==> src/rtl/fc_sched.sv <==
// fc_sched: round-robin scheduler that shares one fc_layer between two requesters.
// Define FC_SCHED_TIMEOUT_EN to build the WAIT-state timeout and error response.
module fc_sched #(
    parameter int unsigned TIMEOUT = 16
) (
    input  logic         clk,
    input  logic         reset,
    input  logic [1:0]   req_valid,
    output logic [1:0]   req_ready,
    input  logic [63:0]  req_in_flat,
    input  logic [255:0] req_weights_flat,
    input  logic [63:0]  req_bias,
    output logic [1:0]   resp_valid,
    input  logic [1:0]   resp_ready,
    output logic [31:0]  resp_data,
    output logic         resp_err,
    output logic         busy,
    output logic         fc_start,
    output logic [31:0]  fc_in_flat,
    output logic [127:0] fc_weights_flat,
    output logic [31:0]  fc_bias,
    input  logic [31:0]  fc_out_score,
    input  logic         fc_done
);

    typedef enum logic [1:0] {IDLE, ISSUE, WAIT, RESP} state_t;

    state_t state, state_nx;
    logic   owner;
    logic   last_grant;
    logic   grant;
    logic   accept;
    logic   resp_fire;
    logic   expired;

    if (TIMEOUT < 1 || TIMEOUT > 255) begin : g_timeout_range
        $error("fc_sched: TIMEOUT must be in 1..255");
    end

    // Tie goes to the requester that was not granted last.
    assign grant     = (req_valid == 2'b11) ? ~last_grant : req_valid[1];
    assign accept    = (state == IDLE) && (req_valid != 2'b00);
    assign resp_fire = (state == RESP) && resp_ready[owner];

    // NOTE: sequential state uses non-blocking assignments so every flop samples pre-edge values.
    always_ff @(posedge clk or posedge reset) begin
        if (reset) state <= IDLE;
        else       state <= state_nx;
    end

    // NOTE: defaults first, so every path assigns state_nx and no latch is inferred.
    always_comb begin
        state_nx = state;
        case (state)
            IDLE:    if (req_valid != 2'b00)  state_nx = ISSUE;
            ISSUE:                            state_nx = WAIT;
            WAIT:    if (fc_done || expired)  state_nx = RESP;
            RESP:    if (resp_ready[owner])   state_nx = IDLE;
            default:                          state_nx = IDLE;
        endcase
    end

    // Handshake strobes decode from registered state, so they are glitch-free with no input path.
    always_comb begin
        busy       = (state != IDLE);
        fc_start   = (state == ISSUE);
        req_ready  = (state == ISSUE) ? {owner, ~owner} : 2'b00;
        resp_valid = (state == RESP)  ? {owner, ~owner} : 2'b00;
    end

    // Operands stay put until the next accept because fc_layer reads them combinationally.
    always_ff @(posedge clk or posedge reset) begin
        if (reset) begin
            owner           <= 1'b0;
            last_grant      <= 1'b1;
            fc_in_flat      <= '0;
            fc_weights_flat <= '0;
            fc_bias         <= '0;
        end else begin
            if (accept) begin
                owner           <= grant;
                fc_in_flat      <= grant ? req_in_flat[63:32]       : req_in_flat[31:0];
                fc_weights_flat <= grant ? req_weights_flat[255:128] : req_weights_flat[127:0];
                fc_bias         <= grant ? req_bias[63:32]          : req_bias[31:0];
            end
            if (resp_fire) last_grant <= owner;
        end
    end

    always_ff @(posedge clk or posedge reset) begin
        if (reset) begin
            resp_data <= '0;
        end else if (state == WAIT) begin
            if (fc_done)      resp_data <= fc_out_score;
            else if (expired) resp_data <= '0;
        end
    end

`ifdef FC_SCHED_TIMEOUT_EN
    localparam logic [7:0] TMO_LAST = 8'(TIMEOUT - 1);

    logic [7:0] tmo_cnt;

    // Expiry fires on the TIMEOUT-th WAIT cycle; a coincident fc_done takes priority.
    assign expired = (state == WAIT) && (tmo_cnt == TMO_LAST) && !fc_done;

    always_ff @(posedge clk or posedge reset) begin
        if (reset) begin
            tmo_cnt  <= '0;
            resp_err <= 1'b0;
        end else begin
            if (state == ISSUE)     tmo_cnt <= '0;
            else if (state == WAIT) tmo_cnt <= tmo_cnt + 8'd1;
            if (state == WAIT) begin
                if (fc_done)      resp_err <= 1'b0;
                else if (expired) resp_err <= 1'b1;
            end
        end
    end
`else
    assign expired  = 1'b0;
    assign resp_err = 1'b0;
`endif

endmodule
==> config.mk <==
export PLATFORM = sky130hd
export DESIGN_NAME = fc_sched
export DESIGN_NICKNAME = d
export VERILOG_FILES = /design/src/rtl/fc_sched.sv
export SDC_FILE = /design/constraint.sdc
export NUM_CORES = 1
export LEC_CHECK = 0
export ABC_AREA = 1
export CAP_MARGIN = 20
export CELL_PAD_IN_SITES_DETAIL_PLACEMENT = 0
export CELL_PAD_IN_SITES_GLOBAL_PLACEMENT = 1
export CORE_AREA = 2 2 251 253
export CTS_CLUSTER_SIZE = 16
export DETAILED_ROUTE_END_ITERATION = 8
export DIE_AREA = 0 0 253 255
export GPL_TIMING_DRIVEN = 0
export HOLD_SLACK_MARGIN = 0.12
export PLACE_DENSITY_LB_ADDON = 0.1
export REMOVE_ABC_BUFFERS = 1
export SLEW_MARGIN = 20
export SYNTH_ARGS = -nofsm -noshare
export SYNTH_HDL_FRONTEND = slang
export SYNTH_SLANG_ARGS = --single-unit
==> constraint.sdc <==
create_clock -name clk -period 20.2 [get_ports clk]
set_input_delay 4.04 -clock clk [delete_from_list [all_inputs] [get_ports clk]]
set_output_delay 4.04 -clock clk [all_outputs]
set_load 0.03 [all_outputs]
# Word level (Yosys, flattened, before mapping)
# Cells that the tools add are included.
# W data, S select, Z words.
[word_totals]
word_cells = 36
out_inout_bits = 231
register_bits = 228
[classes]
magnitude_cmp = 1
bitwise = 2
n_mux = 12
eq_ne = 7
reduce_logical = 7
[ops]
columns = ["operator", "n"]
rows = [
  ["$mux W128", 1],
  ["$mux W32", 2],
  ["$mux W2", 5],
  ["$pmux W2 S4", 1],
  ["$eq A2 B2 Y1 const B", 3],
  ["$ne A2 B2 Y1 const B", 2],
  ["$reduce_bool A2 Y1", 2],
  ["$mux W1", 3],
  ["$reduce_and A3 Y1", 1],
  ["$eq A2 B1 Y1 const B", 1],
  ["$logic_and A1 B1 Y1", 2],
  ["$logic_not A2 Y1", 1],
  ["$lt A1 B2 Y1 const B", 1],
  ["$ne A2 B1 Y1 const B", 1],
  ["$not A1 Y1", 2],
  ["$reduce_and A2 Y1", 1],
]

# Depth between registers and ports, before layout
[logic_depth]
word_depth = 4
mapped_depth = 9
mapped_depth_nobuf = 7

# Least setup slack after synthesis
# Ideal clock, no wire load.
[synth_path]
path_type = "register -> output"
start = "register state[1]"
end = "output req_ready[0]"
n_path_buf = 0
t_arrival_ns = 1.295
slack_ns = 14.865
path_stages_with_launch = 5
required_time_ns = 16.160
path_cell_list = "dfrtp_1 inv_1 ha_1 inv_1 nor2_1"
[synth_between]
elab_chain_len = 2
[synth_lines]
columns = ["item", "line_no", "source"]
rows = [
  ["start: declaration", "28", "state_t state, state_nx;"],
  ["start signal: assignment", "48", "else state <= state_nx;"],
  ["$eq A2 B1 Y1", "-", ""],
  ["via fc_start", "18", "output logic fc_start,"],
  ["$mux W2", "67", "req_ready = (state == ISSUE) ? {owner, ~owner} : 2'b00;"],
  ["end: declaration", "9", "output logic [1:0] req_ready,"],
]
# The timed path passes the listed nets, and every way through them passes these cells.

# Final worst setup path
[layout_path]
start = "register state[0]"
end = "output busy"
[layout_between]
elab_chain_len = 1
[layout_lines]
columns = ["item", "line_no", "source"]
rows = [
  ["$reduce_bool A2 Y1", "65", "busy = (state != IDLE);"],
  ["end: declaration", "17", "output logic busy,"],
]
# No other way between the ends.

==> metrics.md <==
| Metric | Value |
|---|---|
| Max clock buf depth | 3 |
| Clk_skew | 8.75 ps |
| Max-cap violations | 0 |
| Vias per inst | 4.06 |
| Initial antenna violation count | 10 |
| Part of the Yosys area used for sequential elements | 50.1% |
| CTS tree | built |
| DRT Wirelength | 55400 um |
| Yosys reg bits | 228 |
| Die W | about 250 um |
| CP max stage cell | clkdlybuf4s50_1 |
| Leak | 9.72 nW |
| Clock network fraction of design power | 19.0% |
| Worst rel slew slack | 45.7% |
| Clock Tree Root | clkbuf_16 |
| Least-Margin Pin Slew | 812 ps |
| RSZ-0062 raised after global routing | no |
| Crit Path Category | reg2out |
| Synthesis warning total | 0 |
| Most common library cell in the layout ignoring fill and taps | nand2_1 |
| Worst skew pair latency | ~590 ps |
| Cell Pwr Density | 152 nW/um^2 |
| Die span in y | ~260 um |
| Fin nets | 2590 |
| CP Capture Type | output port |
| Die area | 64500 um^2 |
| Outcome | completed |
| I/O pins | 654 |
| Area delta synth->final | 76.3% |
| Sequential power share | between 20% and 30% |
| Vias | 12100 |
| Min Tclk post-route | 6150 ps |
| Antenna-violating nets left | 0 |
| Vias in the first global route | 12200 |
| Gp weighted congestion | roughly 0.76 |
| Final worst setup slack | 14050 ps |
| DR WL/cell | 18.5 um |
| Max VDD drop | 58.7 uV |
| Number of DRC markers in iteration 0 | 610 |
| Fin crit share | 30.4% |
| Critical path, cell by cell | inv_1, ha_1, inv_1, clkdlybuf4s50_1 |
| Setup violations, final | 0 |
| Commonest non-fill, non-tap cells in the layout | 970 x nand2_1, 651 x clkdlybuf4s50_1, 227 x dfrtp_1 |
| Yosys cell types | 18 |
| Logic pwr share | 55.1% |
| P_int | 1.70 mW |
| Total gr overflow | 0 |
| Place WS | 13430 ps |
| Startpoint Class | flip-flop |
| Fmax | 163 MHz |
| Final Hold Violating Endpoints | 0 |
| Largest net degree at the start of global routing | 93 |
| Starting Density | 18.3% |
| Port bufs | roughly 650 |
| Finished Layout Cells | 2990 |
| Drt drc | 0 |
| First-pass GRT wire length | 79800 um |
| Num Clock Sinks | approximately 230 |
| Reg clk slew, reported paths | 60 ps |
| Mapped Area | 11400 um^2 |
| Placed insts | between 2000 and 3000 |
| Mean cell area of the mapped netlist | ~7.3 um^2 |
| Post-CTS Setup Bufs | 0 |
| P_sw | 1.35 mW |
| Max Fanout on Critical Path | 4 |
| H-tree depth | 1 |
| Share of cells above drive strength 1 | 5.26% |
| Crit path top cell by count | inv_1 |
| CP bufs+invs | 3 |
| Max incr delay on CP | 690 ps |
| Worst Path Required | 16160 ps |
| Critical path data arrival time | roughly 2100 ps |
| Post-DP HPWL | slightly above 40000 um |
| Net Sw Frac | ~44% |
| CTS Buf Count | 31 |
| GR Util All Layers | about 16% |
| Core area | 62200 um^2 |
| Power Total | 3.05 mW |
| Synth Instances | 1565 |
| Slew Limit Fails | 0 |
| Hold Path Class | reg2reg |
| Top delay family on crit path | buffers and inverters |
| Floorplan row count | 92 |
| Worst reg-to-reg setup slack | between 15000 and 20000 ps |
| Resized cells post-CTS | 0 |
| Hold Buf Count CTS | 0 |
| DRT Pass-1 Iters | 4 |
[power by group through the flow]
| stage | clock (mW) | combinational, mW | sequential [mW] |
|---|---|---|---|
| 2_1_floorplan | 0 | 0.467 | 1.21 |
| 3_3_place_gp | 0 | 1.69 | 0.791 |
| 3_5_place_dp | 0 | 1.72 | 0.796 |
| 4_1_cts | 0.604 | 1.72 | 0.793 |
| 5_1_grt | 0.621 | 1.81 | 0.821 |
| 6_report | 0.579 | 1.68 | 0.792 |
[registers in the layout, summed over array words and instances (netlist names)]
register	flops
fc_in_flat	32
resp_data	32
fc_weights_flat	128
owner	1
last_grant	1
fc_bias	32
state	2
[tightest hold or removal path: cells and delay by family (launching register included)]
| kind | cells | cell delay, ps |
|---|---|---|
| flip-flops | 1 | 340 |
| AND/OR/NAND/NOR | 2 | 100 |
[Yosys cell counts]
cell	n	area share, %
or2_2	1	0.055
nor2_1	2	0.066
nand4_1	2	0.11
dfstp_2	1	0.23
nand3_1	195	8.6
o21ai_0	3	0.13
dfrtp_1	227	50
buf_2	87	3.8
a21oi_4	1	0.14
clkbuf_1	20	0.66
ha_1	4	0.44
nand2_1	973	32
inv_1	11	0.36
buf_1	1	0.033
conb_1	1	0.033
inv_2	2	0.066
mux2_2	32	3.2
buf_4	2	0.13
[path summary, 6_finish.rpt]
path	from	to	cells after the start
hold reg to reg	fc_weights_flat[33]$_DFFE_PP0P_	fc_weights_flat[33]$_DFFE_PP0P_	2
min in group asynchronous	reset	resp_data[12]$_DFFE_PP0P_	2
setup reg to reg	state[1]$_DFFE_PP0P_	owner$_DFFE_PP0P_	11
hold / removal	fc_weights_flat[33]$_DFFE_PP0P_	fc_weights_flat[33]$_DFFE_PP0P_	2
setup / recovery	state[0]$_DFFE_PP0P_	busy	4
max in group asynchronous	reset	fc_weights_flat[84]$_DFFE_PP0P_	3
[final cells by class]
| type | count | area (um^2) |
|---|---|---|
| Clock inverter | 6 | 86.3 |
| Clock buffer | 51 | 981 |
| Timing Repair Buffer | 675 | 7110 |
| Sequential cell | 228 | 5710 |
| Tap cell | 799 | 1000 |
| Inverter | 13 | 63.8 |
| Multi-Input combinational cell | 1214 | 5120 |
| Antenna cell | 4 | 10.0 |
| Fill cell | 6683 | 42100 |
[layer usage]
metal / GRT usage (%) / routed length (um) / up-vias
li1: - / - / 6062
met1: 18.7 / 21500 / 5676
met2: 29.4 / 28100 / 327
met3: 5.45 / 4730 / 68
met4: 3.58 / 955 / 14
met5: 0 / 86 / -
[stage by stage]
stage	util, %	setup TNS, ps	hold slack [ps]	cell area, um^2
2_1_floorplan	-	0	472	10900
3_3_place_gp	29.6	-464540	461	18400
3_5_place_dp	30.6	0	464	19000
4_1_cts	32.3	0	479	20100
5_1_grt	32.3	0	491	20100
6_report	32.3	0	475	20100
[cells by family (layout without fill, tap and decap cells)]
family | count (synthesis) | after routing | share of synthesized area (%)
AO/OA/AOI/OAI | 4 | 4 | 0.275
flip-flops | 228 | 228 | 50.1
buffers and inverters | 123 | 745 | 5.08
other | 1 | 5 | 0.0329
AND/OR/NAND/NOR | 1173 | 1173 | 40.9
adder cells (fa/ha/maj) | 4 | 4 | 0.440
multiplexers | 32 | 32 | 3.17
Power figures use the tool's default switching activity.
